File: config.mk
export PLATFORM = sky130hd
export DESIGN_NAME = fetch_sequencer
export DESIGN_NICKNAME = d
export VERILOG_FILES = /design/src/rtl/fetch_seq_pkg.sv /design/src/rtl/fetch_sequencer_return_stack.sv /design/src/rtl/fetch_sequencer.sv
export SDC_FILE = /design/constraint.sdc
export NUM_CORES = 1
export LEC_CHECK = 0
export ABC_AREA = 1
export CORE_ASPECT_RATIO = 0.75
export CORE_UTILIZATION = 45
export DETAILED_ROUTE_END_ITERATION = 16
export DONT_BUFFER_PORTS = 1
export SLEW_MARGIN = 25
export SYNTH_ARGS = -nofsm -noshare
export SYNTH_HDL_FRONTEND = slang
export SYNTH_SLANG_ARGS = --single-unit
File: constraint.sdc
create_clock -name clk -period 3 [get_ports clk]
set_input_delay 0.6 -clock clk [delete_from_list [all_inputs] [get_ports clk]]
set_output_delay 0.6 -clock clk [all_outputs]
set_load 0.005 [all_outputs]
File: src/rtl/fetch_seq_pkg.sv
// fetch_seq_pkg: opcode constants and state type shared by the fetch sequencer
package fetch_seq_pkg;
  localparam int OPC_MSB = 15;
  localparam int OPC_LSB = 9;
  localparam logic [6:0] LRLI_OP = 7'b1000010;
  localparam logic [6:0] CALL_OP = 7'b1001110;
  localparam logic [6:0] RET_OP = 7'b1001111;
  typedef enum logic {FETCH, EXT} state_t;
endpackage

File: src/rtl/fetch_sequencer_return_stack.sv
// return_stack: small LIFO of return addresses; pushes when full are dropped, pops when empty read zero
module return_stack #(
  parameter int DEPTH = 4,
  parameter int WIDTH = 8
) (
  input  logic             clk,
  input  logic             rst_n,
  input  logic             push,
  input  logic             pop,
  input  logic [WIDTH-1:0] din,
  output logic [WIDTH-1:0] dout,
  output logic             full,
  output logic             empty
);
  localparam int AW = $clog2(DEPTH);
  logic [WIDTH-1:0] mem [DEPTH];
  logic [AW:0] count;
  logic [AW-1:0] top;
  assign top = count[AW-1:0] - AW'(1);
  assign full = count == (AW+1)'(DEPTH);
  assign empty = count == '0;
  assign dout = empty ? '0 : mem[top];
  // entry storage needs no reset; only the occupancy count defines validity
  always_ff @(posedge clk)
    if (push && !full) mem[count[AW-1:0]] <= din;
  // occupancy tracking; overflowing pushes and underflowing pops leave it unchanged
  always_ff @(posedge clk or negedge rst_n)
    if (!rst_n) count <= '0;
    else if (push && !full) count <= count + (AW+1)'(1);
    else if (pop && !empty) count <= count - (AW+1)'(1);
endmodule

File: src/rtl/fetch_sequencer.sv
// fetch_sequencer: PC/ROM fetch with LRLI assembly, local CALL/RET and execute redirect
module fetch_sequencer #(
  parameter int RAS_DEPTH = 4
) (
  input  logic        clk,
  input  logic        rst_n,
  output logic [7:0]  pc,
  input  logic [15:0] rom_data,
  output logic [15:0] ir_out,
  output logic [15:0] ext_out,
  output logic [7:0]  ir_pc,
  output logic        ir_valid,
  input  logic        ir_ready,
  input  logic        redirect_valid,
  input  logic [7:0]  redirect_pc,
  output logic        ras_err
);
  import fetch_seq_pkg::*;
  state_t state;
  logic fe, push, pop, full, empty;
  logic [6:0] opc;
  logic [7:0] pc_inc, ras_top;
  assign fe = !ir_valid || ir_ready;
  assign opc = rom_data[OPC_MSB:OPC_LSB];
  assign pc_inc = pc + 8'd1;
  assign push = state == FETCH && fe && !redirect_valid && opc == CALL_OP;
  assign pop = state == FETCH && fe && !redirect_valid && opc == RET_OP;
  return_stack #(.DEPTH(RAS_DEPTH), .WIDTH(8)) u_ras (
    .clk   (clk),
    .rst_n (rst_n),
    .push  (push),
    .pop   (pop),
    .din   (pc_inc),
    .dout  (ras_top),
    .full  (full),
    .empty (empty)
  );
  // fetch state machine: redirect wins, EXT completes an LRLI, FETCH captures when the slot frees
  always_ff @(posedge clk or negedge rst_n)
    if (!rst_n) begin
      state <= FETCH;
      pc <= '0;
      ir_out <= '0;
      ext_out <= '0;
      ir_pc <= '0;
      ir_valid <= 1'b0;
      ras_err <= 1'b0;
    end else begin
      ras_err <= ras_err || (push && full) || (pop && empty);
      if (redirect_valid) begin
        pc <= redirect_pc;
        ir_valid <= 1'b0;
        state <= FETCH;
      end else if (state == EXT) begin
        ext_out <= rom_data;
        pc <= pc_inc;
        ir_valid <= 1'b1;
        state <= FETCH;
      end else if (fe) begin
        ir_out <= rom_data;
        ir_pc <= pc;
        ext_out <= '0;
        pc <= opc == CALL_OP ? rom_data[7:0] : opc == RET_OP ? ras_top : pc_inc;
        ir_valid <= opc != LRLI_OP;
        state <= opc == LRLI_OP ? EXT : FETCH;
      end
    end
endmodule

# Yosys cells after proc, flatten, opt, wreduce, memory -nomap -nowiden
# Memory sizes are Yosys's and may differ from the RTL's.
# Index checks and enable logic that the tools add are counted.
[word_totals]
mem_bits_rw = 32
in_bits = 28
out_inout_bits = 50
n_memories = 1
reg_bits = 54
[memory_table]
columns = ["name", "words", "word_bits", "rd", "rd_clocked_by_memory_dff", "wr", "line", "source"]
rows = [
  ["u_ras.mem", 4, 8, 1, 0, 1, "fetch_sequencer_return_stack.sv:16", "logic [WIDTH-1:0] mem [DEPTH];"],
]
[op_classes]
n_mux = 19
n_eq_ne = 5
reduce_logical = 21
addsub = 4
bitwise_logic = 2
[op_table]
columns = ["operator", "n"]
rows = [
  ["8-bit two-way mux", 6],
  ["16-bit two-way mux", 2],
  ["7-bit equality test, second input constant", 3],
  ["1-bit two-way mux", 9],
  ["8-bit by 1-bit adder with 8-bit output, second input constant", 1],
  ["1-bit logical AND", 8],
  ["7-bit inequality test, second input constant", 1],
  ["3-bit two-way mux", 2],
  ["1-bit zero test", 4],
  ["2-bit nonzero test", 2],
  ["3-bit by 1-bit adder with 3-bit output, second input constant", 1],
  ["3-bit equality test, second input constant", 1],
  ["3-bit zero test", 1],
  ["1-bit logical OR", 3],
  ["3-bit AND reduction", 1],
  ["3-bit nonzero test", 1],
  ["3-bit by 1-bit subtractor with 3-bit output, second input constant", 1],
  ["1-bit inverter", 2],
  ["2-bit AND reduction", 1],
  ["2-bit by 1-bit subtractor with 2-bit output, second input constant", 1],
]

# Longest topological paths before layout
# Gate-level depths: netlist (run 1).
[logic_depth]
depth_word = 8
depth_mapped = 13
mapped_depth_nobuf = 13

# Hierarchy
# A second synthesis (run 1) with hierarchy kept.
[hier_totals]
hier_cells = 462
area_unflattened_um2 = 4100.2
[modules_own_cells]
columns = ["mod", "area_per_inst_um2", "cells_each", "instances", "seq_area_each_um2"]
rows = [
  ["fetch_sequencer", 2557.5, 330, 1, 1276.2],
  ["return_stack", 1542.7, 132, 1, 1036.0],
]

# Worst setup path after synthesis (run 1)
# No wires, ideal clock.
[synth_path]
path_type = "input port to flip-flop"
startpoint = "input redirect_valid"
endpoint = "memory u_ras.mem[0][0], enable pin"
required_ns = 2.617
setup_time_ns = 0.383
arrival_ns = 1.822
setup_slack_ns = 0.795
n_path_buf = 2
cell_stages = 5
cell_sequence = "buf_6 -> nor2_4 -> nand2_4 -> clkbuf_1 -> nor3_1"
[synth_between]
elab_chain_cells = 6
[synth_lines]
columns = ["item", "line", "source"]
rows = [
  ["from (decl)", "fetch_sequencer.sv:14", "input logic redirect_valid,"],
  ["1-bit zero test", "fetch_sequencer.sv:26", "assign push = state == FETCH && fe && !redirect_valid && opc == CALL_OP;"],
  ["1-bit logical AND (2 in a row)", "fetch_sequencer.sv:26", ""],
  ["1-bit logical AND", "fetch_sequencer_return_stack.sv:25", "if (push && !full) mem[count[AW-1:0]] <= din;"],
  ["1-bit two-way mux", "fetch_sequencer_return_stack.sv:25", ""],
  ["1-bit two-way mux (implied by the code)", "fetch_sequencer_return_stack.sv:25", ""],
  ["to (decl)", "fetch_sequencer_return_stack.sv:16", ""],
]
# Every way passes these cells.

# Worst setup path in the final report (run 1)
[layout_path]
startpoint = "register u_ras.count[1]"
endpoint = "memory u_ras.mem[1][6], enable pin"
[layout_between]
elab_chain_cells = 5
[layout_lines]
columns = ["item", "line", "source"]
rows = [
  ["from (decl)", "fetch_sequencer_return_stack.sv:17", "logic [AW:0] count;"],
  ["from (signal assigned)", "fetch_sequencer_return_stack.sv:29", "else if (push && !full) count <= count + (AW+1)'(1);"],
  ["from (signal assigned)", "fetch_sequencer_return_stack.sv:30", "else if (pop && !empty) count <= count - (AW+1)'(1);"],
  ["3-bit equality test", "fetch_sequencer_return_stack.sv:20", "assign full = count == (AW+1)'(DEPTH);"],
  ["1-bit zero test", "fetch_sequencer_return_stack.sv:25", ""],
  ["1-bit logical AND", "fetch_sequencer_return_stack.sv:25", ""],
  ["1-bit two-way mux", "fetch_sequencer_return_stack.sv:25", ""],
  ["1-bit two-way mux (implied by the code)", "fetch_sequencer_return_stack.sv:25", ""],
]
# Parallel ways exist; a longest one is shown, timed or not.

==> results of run 1 <==
==> critical path: stages, from the launching register on <==
cell                      delay, ps
sky130_fd_sc_hd__dfrtp_1        460
sky130_fd_sc_hd__inv_1          100
sky130_fd_sc_hd__ha_1           220
sky130_fd_sc_hd__nand2_1        140
sky130_fd_sc_hd__nand3_4        130
sky130_fd_sc_hd__nor2_1         550
==> logic make-up after synthesis <==
group                      count (synthesis)
xor gates and xnor gates                   3
adders and majority gates                  6
buffers and inverters                     86
and+or+nand+nor                          231
DFF                                       86
AOI/OAI and AO/OA                         69
==> area by class of cell <==
class                           count  area (um^2)
Fill cell                         841         4110
Sequential cell                    86         2310
Timing Repair Buffer                5         57.6
Clock buffer                       11          264
Inverter                           70          264
Tap cell                          108          135
Multi-Input combinational cell    309         1450
Clock inverter                      4         75.1
==> final timing paths <==
| path | to | slack, ps |
|---|---|---|
| max reg2reg | u_ras.mem[1][6]$_DFFE_PP_ | 1030 |
| max in group asynchronous | pc[3]$_DFFE_PN0P_ | 2650 |
| max | u_ras.mem[1][6]$_DFFE_PP_ | 1030 |
| min in group clk | state$_DFF_PN0_ | 340 |
| min | ext_out[8]$_DFFE_PN0P_ | 130 |
| min reg2reg | ir_pc[1]$_DFFE_PN0P_ | 510 |
==> report_power, final <==
part           switching [uW]  total (uW)  internal [uW]  leakage, uW
Sequential               80.1        1390           1310     0.000979
Clock                     453        1250            802     0.000168
Combinational             299         430            130      0.00103
Total                     832        3080           2240      0.00217
==> layer usage <==
metal | part of all wire (%) | routed length [um] | GRT usage (%)
met3 | 6.8 | 667 | 6.14
met1 | 49 | 4760 | 31.8
met5 | 0 | 0 | 0
met2 | 44 | 4290 | 33.5
met4 | 0.97 | 95 | 6.42
==> registers in the layout (all words and copies together), names as in the netlist <==
name and count:
ext_out 16, ir_out 16, ir_pc 8, ir_valid 1
pc 8, ras_err 1, state 1, u_ras.count 3
u_ras.mem 32
==> placed cells by master (no fill, tap or decap), types with 4 or more instances in the layout <==
master | Yosys | routed
sky130_fd_sc_hd__edfxtp_1 | 32 | 32
sky130_fd_sc_hd__nand3_1 | 23 | 23
sky130_fd_sc_hd__ha_1 | 6 | 6
sky130_fd_sc_hd__nor2_1 | 29 | 29
sky130_fd_sc_hd__buf_4 | 0 | 4
sky130_fd_sc_hd__nand2_1 | 154 | 154
sky130_fd_sc_hd__nor2_2 | 5 | 5
sky130_fd_sc_hd__o21ai_0 | 41 | 41
sky130_fd_sc_hd__o21ai_1 | 20 | 20
sky130_fd_sc_hd__dfrtp_1 | 54 | 54
sky130_fd_sc_hd__clkbuf_16 | 0 | 10
sky130_fd_sc_hd__inv_2 | 10 | 10
sky130_fd_sc_hd__inv_1 | 59 | 59
==> through the flow <==
step / util (%) / hold slack [ps] / cell area (um^2) / worst slack [ps]
finish: 52.6 / 126 / 4560 / 1030
global route: 52.6 / 139 / 4560 / 838
CTS: 52.6 / 130 / 4560 / 988
detailed placement: 48.4 / 305 / 4200 / 746
global placement: 48.4 / 305 / 4200 / 820
floorplan: - / 304 / 4120 / 795
==> impl_metrics.prom, run 1 <==
# TYPE chip_impl_metric gauge
chip_impl_info{name="outcome",value="complete, no violations"} 1
chip_impl_metric{name="clock_latency",unit="ps"} 340
chip_impl_metric{name="design.final.nets",unit=""} 515
chip_impl_metric{name="timing_worst_slew_pin_value",unit="ps"} 750
chip_impl_metric{name="slew_viol_final",unit=""} 0
chip_impl_metric{name="skew",unit="ps"} 10.8
chip_impl_metric{name="critical_path.max_fanout",unit=""} 8
chip_impl_metric{name="grt_antenna_before_repair",unit=""} 0
chip_impl_metric{name="die_h",unit="um"} 84.9
chip_impl_info{name="worst-setup-path-type",value="reg -> reg"} 1
chip_impl_metric{name="tritoncts.num_buffers",unit=""} 9
chip_impl_metric{name="synthMuxAreaShare",unit="%"} 0
chip_impl_metric{name="number_of_global_route_vias_before_repair",unit=""} 3019
chip_impl_metric{name="grt_first_pass_wirelength",unit="um"} 16200
chip_impl_metric{name="setup_total_negative_slack",unit="ps"} 0
chip_impl_metric{name="synth_simple_gate_area_share",unit="%"} 24.0
chip_impl_info{name="timing.critical_path.from_type",value="register"} 1
chip_impl_metric{name="detail_route.wirelength",unit="um"} 9810
chip_impl_metric{name="synth_top_area_share",unit="%"} 32.8
chip_impl_metric{name="die-width",unit="um"} 113
chip_impl_metric{name="buffers_inserted_by_post_cts_timing_repair",unit=""} 0
chip_impl_metric{name="power_leakage",unit="uW"} 0.00217
chip_impl_info{name="synthMostInstantiatedCell",value="sky130_fd_sc_hd__nand2_1"} 1
chip_impl_metric{name="worstRegToRegCells",unit=""} 5
chip_impl_metric{name="worst_ir_drop_vdd",unit="mV"} 0.278
chip_impl_metric{name="grt_max_degree",unit=""} 55
chip_impl_metric{name="synthXorXnorAreaFrac",unit="%"} 0.638
chip_impl_metric{name="grt-ovfl-total",unit=""} 0
chip_impl_metric{name="compound_gate_fraction_of_synth_area",unit="%"} 8.77
chip_impl_metric{name="globalplace.congestion",unit=""} 0.808
chip_impl_metric{name="achievable-frequency",unit="GHz"} 0.508
chip_impl_metric{name="cp_data_arrival_time",unit="ps"} 1930
chip_impl_metric{name="synth.yosys.seq_area_share",unit="%"} 56.1
chip_impl_info{name="cts_tree",value="yes"} 1
chip_impl_metric{name="io_buffers",unit=""} 0
chip_impl_metric{name="dr.first_iter.drc_count",unit=""} 234
chip_impl_metric{name="core",unit="um^2"} 8670
chip_impl_info{name="worst_r2r_startpoint",value="u_ras.count[1]$_DFFE_PN0P_"} 1
chip_impl_info{name="endpoint_kind",value="register"} 1
chip_impl_info{name="combinational_family_with_the_most_area_after_synthesis",value="simple AND/OR/NAND/NOR gates"} 1
chip_impl_metric{name="drt_pass1_iterations",unit=""} 4
chip_impl_metric{name="timing.final.crit_period",unit="ps"} 1970
chip_impl_metric{name="routedWlPerCell",unit="um"} 16.5
chip_impl_metric{name="power.density_cell_area",unit="nW/um^2"} 674
chip_impl_metric{name="post-route-period-util",unit="%"} 65.6
chip_impl_metric{name="setup_viol",unit=""} 0
chip_impl_metric{name="max_slew_margin",unit="%"} 50.0
chip_impl_metric{name="edff_count_synth",unit=""} 32
chip_impl_info{name="unrepaired_setup_endpoints_after_global_routing",value="false"} 1
chip_impl_metric{name="synth-async-reset-ratio",unit="%"} 62.8
chip_impl_metric{name="starting_density_of_the_core",unit="%"} 47.5
chip_impl_info{name="root_cell_of_the_clock_tree",value="sky130_fd_sc_hd__clkbuf_16"} 1
chip_impl_info{name="synth_top_cells_by_count",value="sky130_fd_sc_hd__nand2_1, sky130_fd_sc_hd__inv_1, sky130_fd_sc_hd__dfrtp_1"} 1
chip_impl_metric{name="yosys.cell_types.count",unit=""} 33
chip_impl_metric{name="cts-hold-fix-buffers",unit=""} 1
chip_impl_metric{name="post_synthesis_register_bit_count",unit=""} 86
chip_impl_metric{name="post_synthesis_adder_cell_area_fraction",unit="%"} 1.82
chip_impl_metric{name="power.total",unit="uW"} 3080
chip_impl_metric{name="critical_path_required",unit="ps"} 2960
chip_impl_metric{name="grt_use_total",unit="%"} 22.3
chip_impl_metric{name="final_cells",unit=""} 593
chip_impl_metric{name="dp.cells",unit=""} 577
chip_impl_metric{name="syn_area",unit="um^2"} 4120
chip_impl_info{name="synthFlopType",value="sky130_fd_sc_hd__dfrtp_1"} 1
chip_impl_info{name="synth.top_cells.by_area",value="sky130_fd_sc_hd__dfrtp_1, sky130_fd_sc_hd__edfxtp_1, sky130_fd_sc_hd__nand2_1, sky130_fd_sc_hd__inv_1, sky130_fd_sc_hd__o21ai_0"} 1
chip_impl_info{name="worstSetupStartpoint",value="u_ras.count[1]$_DFFE_PN0P_"} 1
chip_impl_metric{name="final_layout_size_suffix_gt1_share",unit="%"} 9.28
chip_impl_metric{name="clock_tree.buffer_depth",unit=""} 2
chip_impl_metric{name="syn_inst",unit=""} 481
chip_impl_metric{name="die-area",unit="um^2"} 9550
chip_impl_metric{name="route.detailed.vias_per_inst",unit=""} 5.17
chip_impl_metric{name="ys_warn_count",unit=""} 0
chip_impl_metric{name="synth_fp_nets",unit=""} 515
chip_impl_metric{name="clk_pin_slew_worst_paths",unit="ps"} 60
chip_impl_metric{name="io_pins",unit=""} 78
chip_impl_metric{name="route.detailed.drc",unit=""} 0
chip_impl_metric{name="n_antenna_cell",unit=""} 0
chip_impl_metric{name="cap_violations",unit=""} 0
chip_impl_metric{name="ant_nets",unit=""} 0
chip_impl_metric{name="dpl.hpwl",unit="um"} 6990
chip_impl_metric{name="area_growth",unit="%"} 10.7
chip_impl_metric{name="num_rows",unit=""} 29
chip_impl_metric{name="h-tree-depth",unit=""} 3
chip_impl_metric{name="cts_num_sinks",unit=""} 86
chip_impl_info{name="synth_area_leader_cell",value="sky130_fd_sc_hd__dfrtp_1"} 1
chip_impl_metric{name="syn_avg_cell_area",unit="um^2"} 8.57
chip_impl_metric{name="finalHoldViolations",unit=""} 0
chip_impl_info{name="min_path_type",value="in -> async"} 1
chip_impl_metric{name="detailroute.via_count",unit=""} 3067
chip_impl_metric{name="post_cts.resized_instances",unit=""} 0
Power figures use the tool's default switching activity.
==> run 2, diff against run 1 <==
clock period = 1.8 ns   (was 3 ns; I/O delays follow)
==> impl_metrics.prom, run 2 (synthesis results as in run 1) <==
# TYPE chip_impl_metric gauge
chip_impl_metric{name="globalplace.congestion",unit=""} 0.857
chip_impl_metric{name="route.detailed.vias_per_inst",unit=""} 5.17
chip_impl_metric{name="routedWlPerCell",unit="um"} 15.5
chip_impl_info{name="final_common_cell",value="sky130_fd_sc_hd__nand2_1"} 1
chip_impl_metric{name="drt_pass1_iterations",unit=""} 4
chip_impl_metric{name="io_buffers",unit=""} 0
chip_impl_metric{name="power.total",unit="uW"} 4910
chip_impl_info{name="outcome",value="complete, no violations"} 1
chip_impl_metric{name="tritoncts.num_buffers",unit=""} 9
chip_impl_metric{name="worst_hold_slack",unit="ps"} 88.1
chip_impl_info{name="unrepaired_setup_endpoints_after_global_routing",value="true"} 1
chip_impl_metric{name="starting_density_of_the_core",unit="%"} 47.5
chip_impl_metric{name="grt_first_pass_wirelength",unit="um"} 15800
chip_impl_metric{name="critical_path.max_fanout",unit=""} 7
chip_impl_metric{name="largest_reg_flops",unit=""} 32
chip_impl_metric{name="post-route-period-util",unit="%"} 93.2
chip_impl_metric{name="finalHoldViolations",unit=""} 0
chip_impl_metric{name="crit_path_max_incr_delay",unit="ps"} 440
chip_impl_info{name="crit_family",value="simple AND/OR/NAND/NOR gates"} 1
chip_impl_metric{name="critical_path_buf_inv_count",unit=""} 1
chip_impl_metric{name="grt_max_degree",unit=""} 55
chip_impl_metric{name="grt-ovfl-total",unit=""} 0
chip_impl_metric{name="detail_route.wirelength",unit="um"} 9400
chip_impl_info{name="worst-setup-path-type",value="reg -> reg"} 1
chip_impl_metric{name="clock_tree.buffer_depth",unit=""} 2
chip_impl_metric{name="n_antenna_cell",unit=""} 0
chip_impl_metric{name="final_cells",unit=""} 608
chip_impl_metric{name="achievable-frequency",unit="GHz"} 0.596
chip_impl_metric{name="area_growth",unit="%"} 12.9
chip_impl_metric{name="skew",unit="ps"} 8.06
chip_impl_metric{name="num_rows",unit=""} 29
chip_impl_metric{name="h-tree-depth",unit=""} 3
chip_impl_metric{name="number_of_global_route_vias_before_repair",unit=""} 3099
chip_impl_metric{name="max_slew_margin",unit="%"} 66.7
chip_impl_metric{name="slew_viol_final",unit=""} 0
chip_impl_info{name="worst_path_max_delay_cell",value="sky130_fd_sc_hd__dfrtp_2"} 1
chip_impl_metric{name="io_pins",unit=""} 78
chip_impl_metric{name="cap_violations",unit=""} 0
chip_impl_info{name="worst_path_most_repeated_cell",value="sky130_fd_sc_hd__nand2_1"} 1
chip_impl_metric{name="power.density_cell_area",unit="nW/um^2"} 1050
chip_impl_metric{name="detailroute.via_count",unit=""} 3146
chip_impl_info{name="cts_tree",value="yes"} 1
chip_impl_metric{name="final_core_util",unit="%"} 53.6
chip_impl_metric{name="dp.cells",unit=""} 590
chip_impl_metric{name="route.detailed.drc",unit=""} 0
chip_impl_metric{name="power_leakage",unit="uW"} 0.00222
chip_impl_metric{name="die-width",unit="um"} 113
chip_impl_metric{name="dr.first_iter.drc_count",unit=""} 172
chip_impl_metric{name="setup_viol",unit=""} 0
chip_impl_metric{name="setup_total_negative_slack",unit="ps"} 0
chip_impl_metric{name="final_layout_size_suffix_gt1_share",unit="%"} 12.8
chip_impl_metric{name="dpl.hpwl",unit="um"} 7000
chip_impl_metric{name="cp_data_arrival_time",unit="ps"} 1900
chip_impl_metric{name="clk_pin_slew_worst_paths",unit="ps"} 60
chip_impl_metric{name="clock_latency",unit="ps"} 340
chip_impl_info{name="timing.critical_path.from_type",value="register"} 1
chip_impl_metric{name="ant_nets",unit=""} 0
chip_impl_metric{name="worst_ir_drop_vdd",unit="mV"} 0.679
chip_impl_metric{name="timing_worst_slew_pin_value",unit="ps"} 499
chip_impl_info{name="root_cell_of_the_clock_tree",value="sky130_fd_sc_hd__clkbuf_16"} 1
chip_impl_info{name="min_path_type",value="in -> reg"} 1
chip_impl_metric{name="cts_num_sinks",unit=""} 86
chip_impl_metric{name="die_h",unit="um"} 84.9
chip_impl_metric{name="grt_antenna_before_repair",unit=""} 0
chip_impl_info{name="endpoint_kind",value="register"} 1
chip_impl_metric{name="critical_path_required",unit="ps"} 2020
chip_impl_metric{name="core",unit="um^2"} 8670
chip_impl_metric{name="num-fill-cells",unit=""} 787
chip_impl_metric{name="grt_use_total",unit="%"} 21.9
chip_impl_info{name="timing.critical_path.cells",value="nor2_4 -> nand2_4 -> inv_6 -> nand3_4 -> xor2_1 -> ha_2 -> nor2_1 -> nand3_1 -> nand2_1 -> nand2_1 -> nand2_1 -> nand2_1"} 1
chip_impl_info{name="final_cell_mix",value="sky130_fd_sc_hd__nand2_1, sky130_fd_sc_hd__inv_1, sky130_fd_sc_hd__dfrtp_1"} 1
chip_impl_metric{name="design.final.nets",unit=""} 529
chip_impl_metric{name="die-area",unit="um^2"} 9550
chip_impl_metric{name="timing.final.crit_period",unit="ps"} 1680
[run 2: cell count changes in the layout (fill, tap and decap cells not counted), moves of 2 or more]
cell / change
sky130_fd_sc_hd__nand2_1: -2
sky130_fd_sc_hd__ha_2: +3
sky130_fd_sc_hd__ha_1: -3
sky130_fd_sc_hd__nand2_2: +2
sky130_fd_sc_hd__clkbuf_1: +2
sky130_fd_sc_hd__buf_4: +13
[run 2: path summary, 6_finish.rpt]
| path | start | end | slack (ps) | cells after the start |
|---|---|---|---|---|
| setup / recovery | state$_DFF_PN0_ | u_ras.count[2]$_DFFE_PN0P_ | 120 | 12 |
| hold / removal | redirect_valid | state$_DFF_PN0_ | 90 | 1 |
| setup reg to reg | state$_DFF_PN0_ | u_ras.count[2]$_DFFE_PN0P_ | 120 | 12 |
| hold reg to reg | ir_pc[1]$_DFFE_PN0P_ | ir_pc[1]$_DFFE_PN0P_ | 510 | 2 |
| max in group asynchronous | rst_n | state$_DFF_PN0_ | 1010 | 2 |
| min in group asynchronous | rst_n | ext_out[14]$_DFFE_PN0P_ | 530 | 2 |
[run 2: per-stage QoR]
stage | area, um^2 | setup slack [ps]
floorplan | 4150 | 9.95
global placement | 4310 | 136
detailed placement | 4310 | 81.8
CTS | 4640 | 70.3
global route | 4650 | -8.51
finish | 4650 | 122
[run 2: layout make-up]
cell class | instances | area (um^2) | share of cell area (%)
flip-flops and latches | 86 | 2310 | 49.7
multi-input cells | 309 | 1480 | 31.8
inverters | 70 | 268 | 5.76
clock buffers | 12 | 246 | 5.30
repair buffers | 19 | 165 | 3.55
well taps | 108 | 135 | 2.90
clock inverters | 4 | 46.3 | 0.995
[run 2: timing repair]
action / 4_1_cts / 5_1_grt
buffers inserted: 0 / 0
hold buffers: 2 / 0
gates resized for setup: 0 / 5
hold endpoints to repair: 54 / 0
setup endpoints to repair: 0 / 10
[run 2: worst register-to-register path, stage by stage (launching register included)]
cell and delay, ps:
sky130_fd_sc_hd__dfrtp_2 440, sky130_fd_sc_hd__nor2_4 120, sky130_fd_sc_hd__nand2_4 110, sky130_fd_sc_hd__inv_6 100, sky130_fd_sc_hd__nand3_4 80, sky130_fd_sc_hd__xor2_1 150
sky130_fd_sc_hd__ha_2 170, sky130_fd_sc_hd__nor2_1 80, sky130_fd_sc_hd__nand3_1 80, sky130_fd_sc_hd__nand2_1 80, sky130_fd_sc_hd__nand2_1 50, sky130_fd_sc_hd__nand2_1 50
sky130_fd_sc_hd__nand2_1 50
[run 2: power by group]
| group | switching (uW) | leakage, uW | internal, uW |
|---|---|---|---|
| sequential | 116 | 0.000977 | 2190 |
| clock | 718 | 0.000147 | 1110 |
| combinational | 514 | 0.00109 | 264 |
[run 2: layer usage]
layer / up-vias / GRT usage (%) / routed length, um / share of wire (%)
li1: 1551 / - / - / -
met1: 1488 / 29.6 / 4290 / 46
met2: 103 / 33.3 / 4210 / 45
met3: 4 / 7.57 / 832 / 8.9
met4: 0 / 7.39 / 63 / 0.67
met5: - / 0 / 0 / 0
